### src/rtl/hex_display_ctrl_if.sv
// ---------------------------------------------------------------------------
// hex_display_ctrl_if
//
// Purpose: groups the load handshake of hex_display_ctrl into one bundle.
//          The producer presents a packed hex number on 'value'. It raises
//          'load_valid' to ask the display to capture it. The display
//          answers with 'load_ready' when it can take a new number this cycle.
//
// Parameter:
//   NUM_DIGITS  number of hex digits carried on 'value' (1..8)
//
// Signals:
//   value       [4*NUM_DIGITS-1:0]  number to show, digit 0 in bits [3:0]
//   load_valid  producer request to capture 'value'
//   load_ready  display can accept a load this cycle
//
// Modports:
//   master      producer side (drives value/load_valid)
//   slave       display side  (drives load_ready)
// ---------------------------------------------------------------------------
interface hex_display_ctrl_if #(
   parameter int NUM_DIGITS = 6
);

   logic [4*NUM_DIGITS-1:0] value;
   logic                    load_valid;
   logic                    load_ready;

   modport master (
      output value,
      output load_valid,
      input  load_ready
   );

   modport slave (
      input  value,
      input  load_valid,
      output load_ready
   );

endinterface

### src/rtl/hex_display_ctrl.sv
// ---------------------------------------------------------------------------
// hex_display_ctrl
//
// Purpose: drives NUM_DIGITS seven-segment digits (active-low) from a packed
//          hex number. The block holds one shared 4-to-7 decoder. A small
//          FSM (IDLE/UPDATE) walks that decoder across the digits,
//          most-significant digit first, one digit per clock. A free-running
//          counter produces a blink phase. The phase, and a separate blank
//          input, can force the whole display dark without touching the
//          stored segment data.
//
// Parameters:
//   NUM_DIGITS  number of digits driven (1..8)
//   BLINK_DIV   blink half-period in clock cycles (>= 2)
//
// Ports:
//   clk         single clock, rising edge
//   rst         synchronous active-high reset
//   load        hex_display_ctrl_if.slave (value, load_valid, load_ready)
//   blink_en    enables periodic blanking of all digits
//   blank       forces all segments off, combinationally
//   hex         [7*NUM_DIGITS-1:0] active-low segments, digit i in
//               hex[7i+6:7i], bit 0 = segment a ... bit 6 = segment g
//
// Build option:
//   HEX_DISPLAY_CTRL_LZB_EN  when defined, leading zeros of a load are
//                            written as blank digits (digit 0 always shown).
//                            Update timing is the same with or without it.
// ---------------------------------------------------------------------------
module hex_display_ctrl #(
   parameter int NUM_DIGITS = 6,
   parameter int BLINK_DIV  = 25000000
) (
   input  logic                    clk,
   input  logic                    rst,
   hex_display_ctrl_if.slave       load,
   input  logic                    blink_en,
   input  logic                    blank,
   output logic [7*NUM_DIGITS-1:0] hex
);

   // Index is sized for the largest legal display (8 digits) so the same
   // compare logic works for every NUM_DIGITS without zero-width corner cases.
   localparam int IW = 3;
   localparam logic [IW-1:0] TOP_INDEX = IW'(NUM_DIGITS - 1);

   localparam int CW = (BLINK_DIV > 1) ? $clog2(BLINK_DIV) : 1;
   localparam logic [CW-1:0] BLINK_LAST = CW'(BLINK_DIV - 1);

   localparam logic [6:0] SEG_OFF = 7'b1111111;

   typedef enum logic {
      IDLE   = 1'b0,
      UPDATE = 1'b1
   } state_t;

   state_t                  state_q;
   state_t                  state_d;
   logic                    ready;
   logic [IW-1:0]           index_q;
   logic [4*NUM_DIGITS-1:0] shadow_q;
   logic [6:0]              seg_q [NUM_DIGITS];
   logic [3:0]              cur_digit;
   logic [6:0]              seg_dec;
   logic [6:0]              seg_wr;
   logic [7*NUM_DIGITS-1:0] seg_flat;
   logic [CW-1:0]           blink_cnt_q;
   logic                    blink_phase_q;

   // Standard active-low hex font, bits ordered g..a.
   function automatic logic [6:0] decode_hex(input logic [3:0] d);
      logic [6:0] s;
      case (d)
         4'h0:    s = 7'b1000000;
         4'h1:    s = 7'b1111001;
         4'h2:    s = 7'b0100100;
         4'h3:    s = 7'b0110000;
         4'h4:    s = 7'b0011001;
         4'h5:    s = 7'b0010010;
         4'h6:    s = 7'b0000010;
         4'h7:    s = 7'b1111000;
         4'h8:    s = 7'b0000000;
         4'h9:    s = 7'b0010000;
         4'hA:    s = 7'b0001000;
         4'hB:    s = 7'b0000011;
         4'hC:    s = 7'b1000110;
         4'hD:    s = 7'b0100001;
         4'hE:    s = 7'b0000110;
         default: s = 7'b0001110;
      endcase
      return s;
   endfunction

   // State register. Reset always lands in IDLE. This also abandons an
   // update that is in flight.
   always_ff @(posedge clk) begin
      if (rst) begin
         state_q <= IDLE;
      end else begin
         state_q <= state_d;
      end
   end

   // Next-state logic and handshake. Ready is held low while reset is
   // asserted, so a producer never sees an accept that the reset then drops.
   // In UPDATE the request is simply not looked at: nothing is captured or
   // queued.
   always_comb begin
      state_d = state_q;
      ready   = 1'b0;
      case (state_q)
         IDLE: begin
            ready = ~rst;
            if (load.load_valid) begin
               state_d = UPDATE;
            end
         end
         UPDATE: begin
            if (index_q == '0) begin
               state_d = IDLE;
            end
         end
         default: begin
            state_d = IDLE;
         end
      endcase
   end

   assign load.load_ready = ready;

   // Select the shadow digit that the current index points at. This single
   // nibble feeds the one shared decoder.
   always_comb begin
      cur_digit = 4'h0;
      for (int i = 0; i < NUM_DIGITS; i++) begin
         if (index_q == IW'(i)) begin
            cur_digit = shadow_q[4*i +: 4];
         end
      end
   end

   assign seg_dec = decode_hex(cur_digit);

`ifdef HEX_DISPLAY_CTRL_LZB_EN
   logic lead_zero_q;

   // Blank a zero digit when every digit already written in this load was
   // also zero. Digits are written from the top down, so one flag is enough.
   // The flag drops at the first non-zero digit. The units digit is never
   // blanked, so a value of 0 still shows a single "0".
   assign seg_wr = (lead_zero_q && (cur_digit == 4'h0) && (index_q != '0))
                   ? SEG_OFF : seg_dec;

   // Leading-zero tracker. It is re-armed on every accepted load and cleared
   // by the first non-zero digit that the update walk reaches.
   always_ff @(posedge clk) begin
      if (rst) begin
         lead_zero_q <= 1'b1;
      end else if (state_q == IDLE) begin
         if (load.load_valid) begin
            lead_zero_q <= 1'b1;
         end
      end else if (cur_digit != 4'h0) begin
         lead_zero_q <= 1'b0;
      end
   end
`else
   assign seg_wr = seg_dec;
`endif

   // Load capture and digit walk.
   // The accepting edge snapshots 'value' into the shadow register, so later
   // changes on the bus cannot tear the displayed number. Each UPDATE cycle
   // then writes one segment register, starting with the most-significant
   // digit. Digits not yet reached keep showing the previous number. The
   // index is parked back at the top digit once digit 0 is written.
   always_ff @(posedge clk) begin
      if (rst) begin
         index_q  <= TOP_INDEX;
         shadow_q <= '0;
         for (int i = 0; i < NUM_DIGITS; i++) begin
            seg_q[i] <= SEG_OFF;
         end
      end else if (state_q == IDLE) begin
         if (load.load_valid) begin
            shadow_q <= load.value;
            index_q  <= TOP_INDEX;
         end
      end else begin
         for (int i = 0; i < NUM_DIGITS; i++) begin
            if (index_q == IW'(i)) begin
               seg_q[i] <= seg_wr;
            end
         end
         if (index_q == '0) begin
            index_q <= TOP_INDEX;
         end else begin
            index_q <= index_q - 1'b1;
         end
      end
   end

   // Free-running blink timebase. The phase flips once per BLINK_DIV cycles.
   // blink_en only gates the output, so switching it on and off never
   // disturbs the rhythm.
   always_ff @(posedge clk) begin
      if (rst) begin
         blink_cnt_q   <= '0;
         blink_phase_q <= 1'b0;
      end else if (blink_cnt_q == BLINK_LAST) begin
         blink_cnt_q   <= '0;
         blink_phase_q <= ~blink_phase_q;
      end else begin
         blink_cnt_q   <= blink_cnt_q + 1'b1;
      end
   end

   // Output stage. The stored segments are flattened into the bus. blank
   // wins over everything, and the blink phase only darkens the display when
   // blinking is enabled. Neither path touches stored state.
   always_comb begin
      seg_flat = '0;
      for (int i = 0; i < NUM_DIGITS; i++) begin
         seg_flat[7*i +: 7] = seg_q[i];
      end
      if (blank || (blink_en && blink_phase_q)) begin
         hex = '1;
      end else begin
         hex = seg_flat;
      end
   end

endmodule

### src/flat_wrapper.sv
// flat-port wrapper written by rule: the top's interface ports become plain ports
module hex_display_ctrl_flat 
#(
   parameter int NUM_DIGITS = 6,
   parameter int BLINK_DIV  = 25000000
)
  (clk, rst, blink_en, blank, hex, load_value, load_load_valid, load_load_ready);
  hex_display_ctrl_if #(.NUM_DIGITS(NUM_DIGITS)) load_i ();
  input  logic clk;
  input  logic rst;
  input  logic blink_en;
  input  logic blank;
  output logic [7*NUM_DIGITS-1:0] hex;
  input wire logic [$bits(load_i.value)-1:0] load_value;
  input wire logic [$bits(load_i.load_valid)-1:0] load_load_valid;
  output wire logic [$bits(load_i.load_ready)-1:0] load_load_ready;
  assign load_i.value = load_value;
  assign load_i.load_valid = load_load_valid;
  assign load_load_ready = load_i.load_ready;
  hex_display_ctrl #(.NUM_DIGITS(NUM_DIGITS), .BLINK_DIV(BLINK_DIV)) u_core (.clk(clk), .rst(rst), .load(load_i), .blink_en(blink_en), .blank(blank), .hex(hex));
endmodule
### config.mk
export PLATFORM = sky130hd
export DESIGN_NAME = hex_display_ctrl_flat
export DESIGN_NICKNAME = d
export VERILOG_FILES = /design/src/rtl/hex_display_ctrl_if.sv /design/src/rtl/hex_display_ctrl.sv /design/src/flat_wrapper.sv
export SDC_FILE = /design/constraint.sdc
export NUM_CORES = 1
export LEC_CHECK = 0
export ABC_AREA = 1
export BUFFER_PORTS_ARGS = -buffer_cell sky130_fd_sc_hd__buf_2
export CAP_MARGIN = 20
export CORE_AREA = 2 2 130 132
export CTS_CLUSTER_DIAMETER = 30
export DETAILED_ROUTE_END_ITERATION = 8
export DIE_AREA = 0 0 132 134
export PLACE_DENSITY_LB_ADDON = 0.3
export SETUP_SLACK_MARGIN = 0.1
export SYNTH_ARGS = -nofsm -noshare
export SYNTH_HDL_FRONTEND = slang
export SYNTH_SLANG_ARGS = --single-unit
### constraint.sdc
create_clock -name clk -period 2.65 [get_ports clk]
set_input_delay 0.1325 -clock clk [delete_from_list [all_inputs] [get_ports clk]]
set_output_delay 0.1325 -clock clk [all_outputs]
set_load 0.03 [all_outputs]
==> flow_summary_export.csv <==
group,metric,value,unit
finish,n_antenna_cell,0,
finish,final_nets,745,
drt,vias_per_cell,4.372,
min_path,worstHoldStart,"load_value[16]",
worst_setup_path,critPathKind,"flip-flop to flip-flop",
worst_setup_path,r2r_start,"u_core.index_q[2]",
sta,period_needed,2321,ps
logic_synthesis,seq_area_frac_synth,49.02,%
drt,drt-wirelength-per-cell,12.50,um
logic_synthesis,yosys-top-cells-area,"edfxtp_1, dfxtp_1, nand2_1, inv_1, nand3_1",
sta,tightest_slew,930.5,ps
clocking,numCtsBuffers,9,
sta,fin_crit_sh,87.58,%
grt,use_met3,3.590,%
drt,ant_nets,0,
place,hpwl,8.642,mm
grt,grt_first_pass_wirelength,19.17,mm
worst_setup_path,cp-start-kind,"flip-flop",
finish,mostFrequentLayoutCells,"nand2_1, inv_1, nor2_1, buf_2, nand3_1",
min_path,min_path_type,"primary input to flip-flop",
sta,slew_viol_final,0,
logic_synthesis,synth_cell_types,32,
sta,tns,0,ps
sta,rsz0062_at_grt,"no",
place,place_congestion,0.8371,
grt,track_usage,13.64,%
grt,grt_max_degree,43,
worst_setup_path,crit_fanout,10,
sta,hold_viol_final,0,
die,initial_core_util,29.33,%
logic_synthesis,syn_area,4778,um2
place,portBuffers,71,
power,irDropWorstVdd,0.2667,mV
worst_setup_path,crit_required,2720,ps
grt,met1_usage,18.97,%
sta,maxSlewHeadroom,37.74,%
die,row_count,47,
grt,grt_pass1_vias,3842,
clocking,clockBufferDepth,2,
worst_setup_path,cp-end-kind,"flip-flop",
die,coreArea,16290,um2
run_status,status,"finished, final reports clean",
die,die_h,134,um
drt,drt_pass1_iterations,6,
grt,use_met2,20.05,%
logic_synthesis,synth_nets,657,
worst_setup_path,cp.arrival,2390,ps
clocking,h-tree-depth,3,
clocking,cts_root_buf,"clkbuf_16",
grt,top_usage_layer,"met2",
finish,final_common_cell,"nand2_1",
sta,fin_skew,9.582,ps
job,cap_violations,0,
logic_synthesis,syn_inst,621,
logic_synthesis,ys.warnings.count,0,
drt,drtIter0Drc,221,
finish,syn_to_final_growth,22.44,%
power,powerDensity,562.6,nW/um2
logic_synthesis,netlist.area_leader.share,26.39,%
grt,gr-total-overflow,0,
worst_setup_path,startpoint,"u_core.index_q[2]",
clocking,cts_sinks,96,
clocking,clkTransAtPathRegs,70,ps
drt,routed_wl,11.67,mm
die,ioPinCount,72,
die,dieArea,17690,um2
clocking,clock_latency,350,ps
clocking,cts_tree,"yes",
finish,utilization,35.92,%
logic_synthesis,syn_avg_cell_area,7.695,um2
die,die_x,132,um
power,power_leakage,2.391,nW
clocking,postCtsSetupBuffers,0,
sta,setup_violations,0,
logic_synthesis,ys_seq_elements,96,
logic_synthesis,yosysTopAreaCell,"edfxtp_1",
finish,drive_gt1_share,18.91,%
sta,max_freq,430.9,MHz
drt,drc,0,
drt,num_vias,4083,
grt,antenna_found_initial,0,
-- cell families (layout without fill, tap and decap cells) --
logic type,after synthesis,in the layout,share of synthesized area (%)
XOR/XNOR,6,6,1.100
flip-flops,96,96,49.02
buffers and inverters,118,211,9.688
AND/OR/NAND/NOR,331,331,31.34
adder cells (fa/ha/maj),7,7,1.833
AO/OA/AOI/OAI,63,63,7.018
-- final timing paths --
check	depth (start not counted)	slack, ps	end
max reg2reg	11	330	u_core.seg_q[0][13]
min	3	20	u_core.shadow_q[16]
max	11	330	u_core.seg_q[0][13]
min reg2reg	2	470	u_core.shadow_q[17]
-- power breakdown --
| part | leakage, nW | switching (mW) | internal (mW) |
|---|---|---|---|
| logic | 1.50 | 0.228 | 0.107 |
| registers | 0.736 | 0.0267 | 1.59 |
| clock network | 0.150 | 0.593 | 0.751 |
| total | 2.39 | 0.848 | 2.44 |
-- through the flow --
stage               worst slack (ps)  cell area [um2]  power [mW]  hold WS (ps)  instances
detailed placement             172.4             5434       1.967         360.4        909
floorplan                      578.9             4778       1.854         267.4        621
global placement               205.6             5434       1.965         357.9        909
CTS                            152.3             5836       3.329         3.269        934
global route                   152.9             5851       3.450         10.79        934
finish                         329.2             5851       3.292         15.82        934
-- layer usage --
layer  wire [um]  vias up
met5           0        -
met4         188        0
met3         635       13
met2        4851       98
met1        5999     1785
li1            -     2187
-- synthesized netlist by cell type, drive strengths merged --
master,n
o211ai,2
clkinv,1
nand4,20
xnor2,2
xor2,4
dfxtp,54
nor2,82
or2,10
edfxtp,42
or3,1
nand2,134
nand3,63
inv,100
buf,5
a21oi,24
clkbuf,12
ha,7
nor4,1
a31o,1
o21ai,36
nor3,20
-- registers in the layout, summed over array words and instances (netlist names) --
name,cells
u_core.shadow_q,24
u_core.blink_cnt_q,25
u_core.seg_q,42
u_core.blink_phase_q,1
u_core.state_q,1
u_core.index_q,3
-- repair_timing --
item	in CTS	in global routing
hold buffers	9	0
setup endpoints to repair	0	33
resized for setup	0	6
hold endpoints to repair	9	0
-- area by class of cell --
cell class / instances / area (um2)
Fill cell: 1757 / 10440
Sequential cell: 96 / 2345
Multi-Input combinational cell: 407 / 1989
Timing Repair Buffer: 94 / 550.5
Inverter: 101 / 379.1
Tap cell: 220 / 275.3
Clock buffer: 9 / 225.2
Clock inverter: 7 / 86.33
-- worst max-delay path, stage by stage (launching register included) --
cell,delay [ps]
dfxtp_1,430
inv_2,140
nor3_4,220
inv_2,120
or2_0,220
nand2_2,130
inv_1,100
ha_1,230
nand2_2,100
nand3_1,100
nand2_2,180
nand2_1,80
Power figures use the tool's default switching activity.
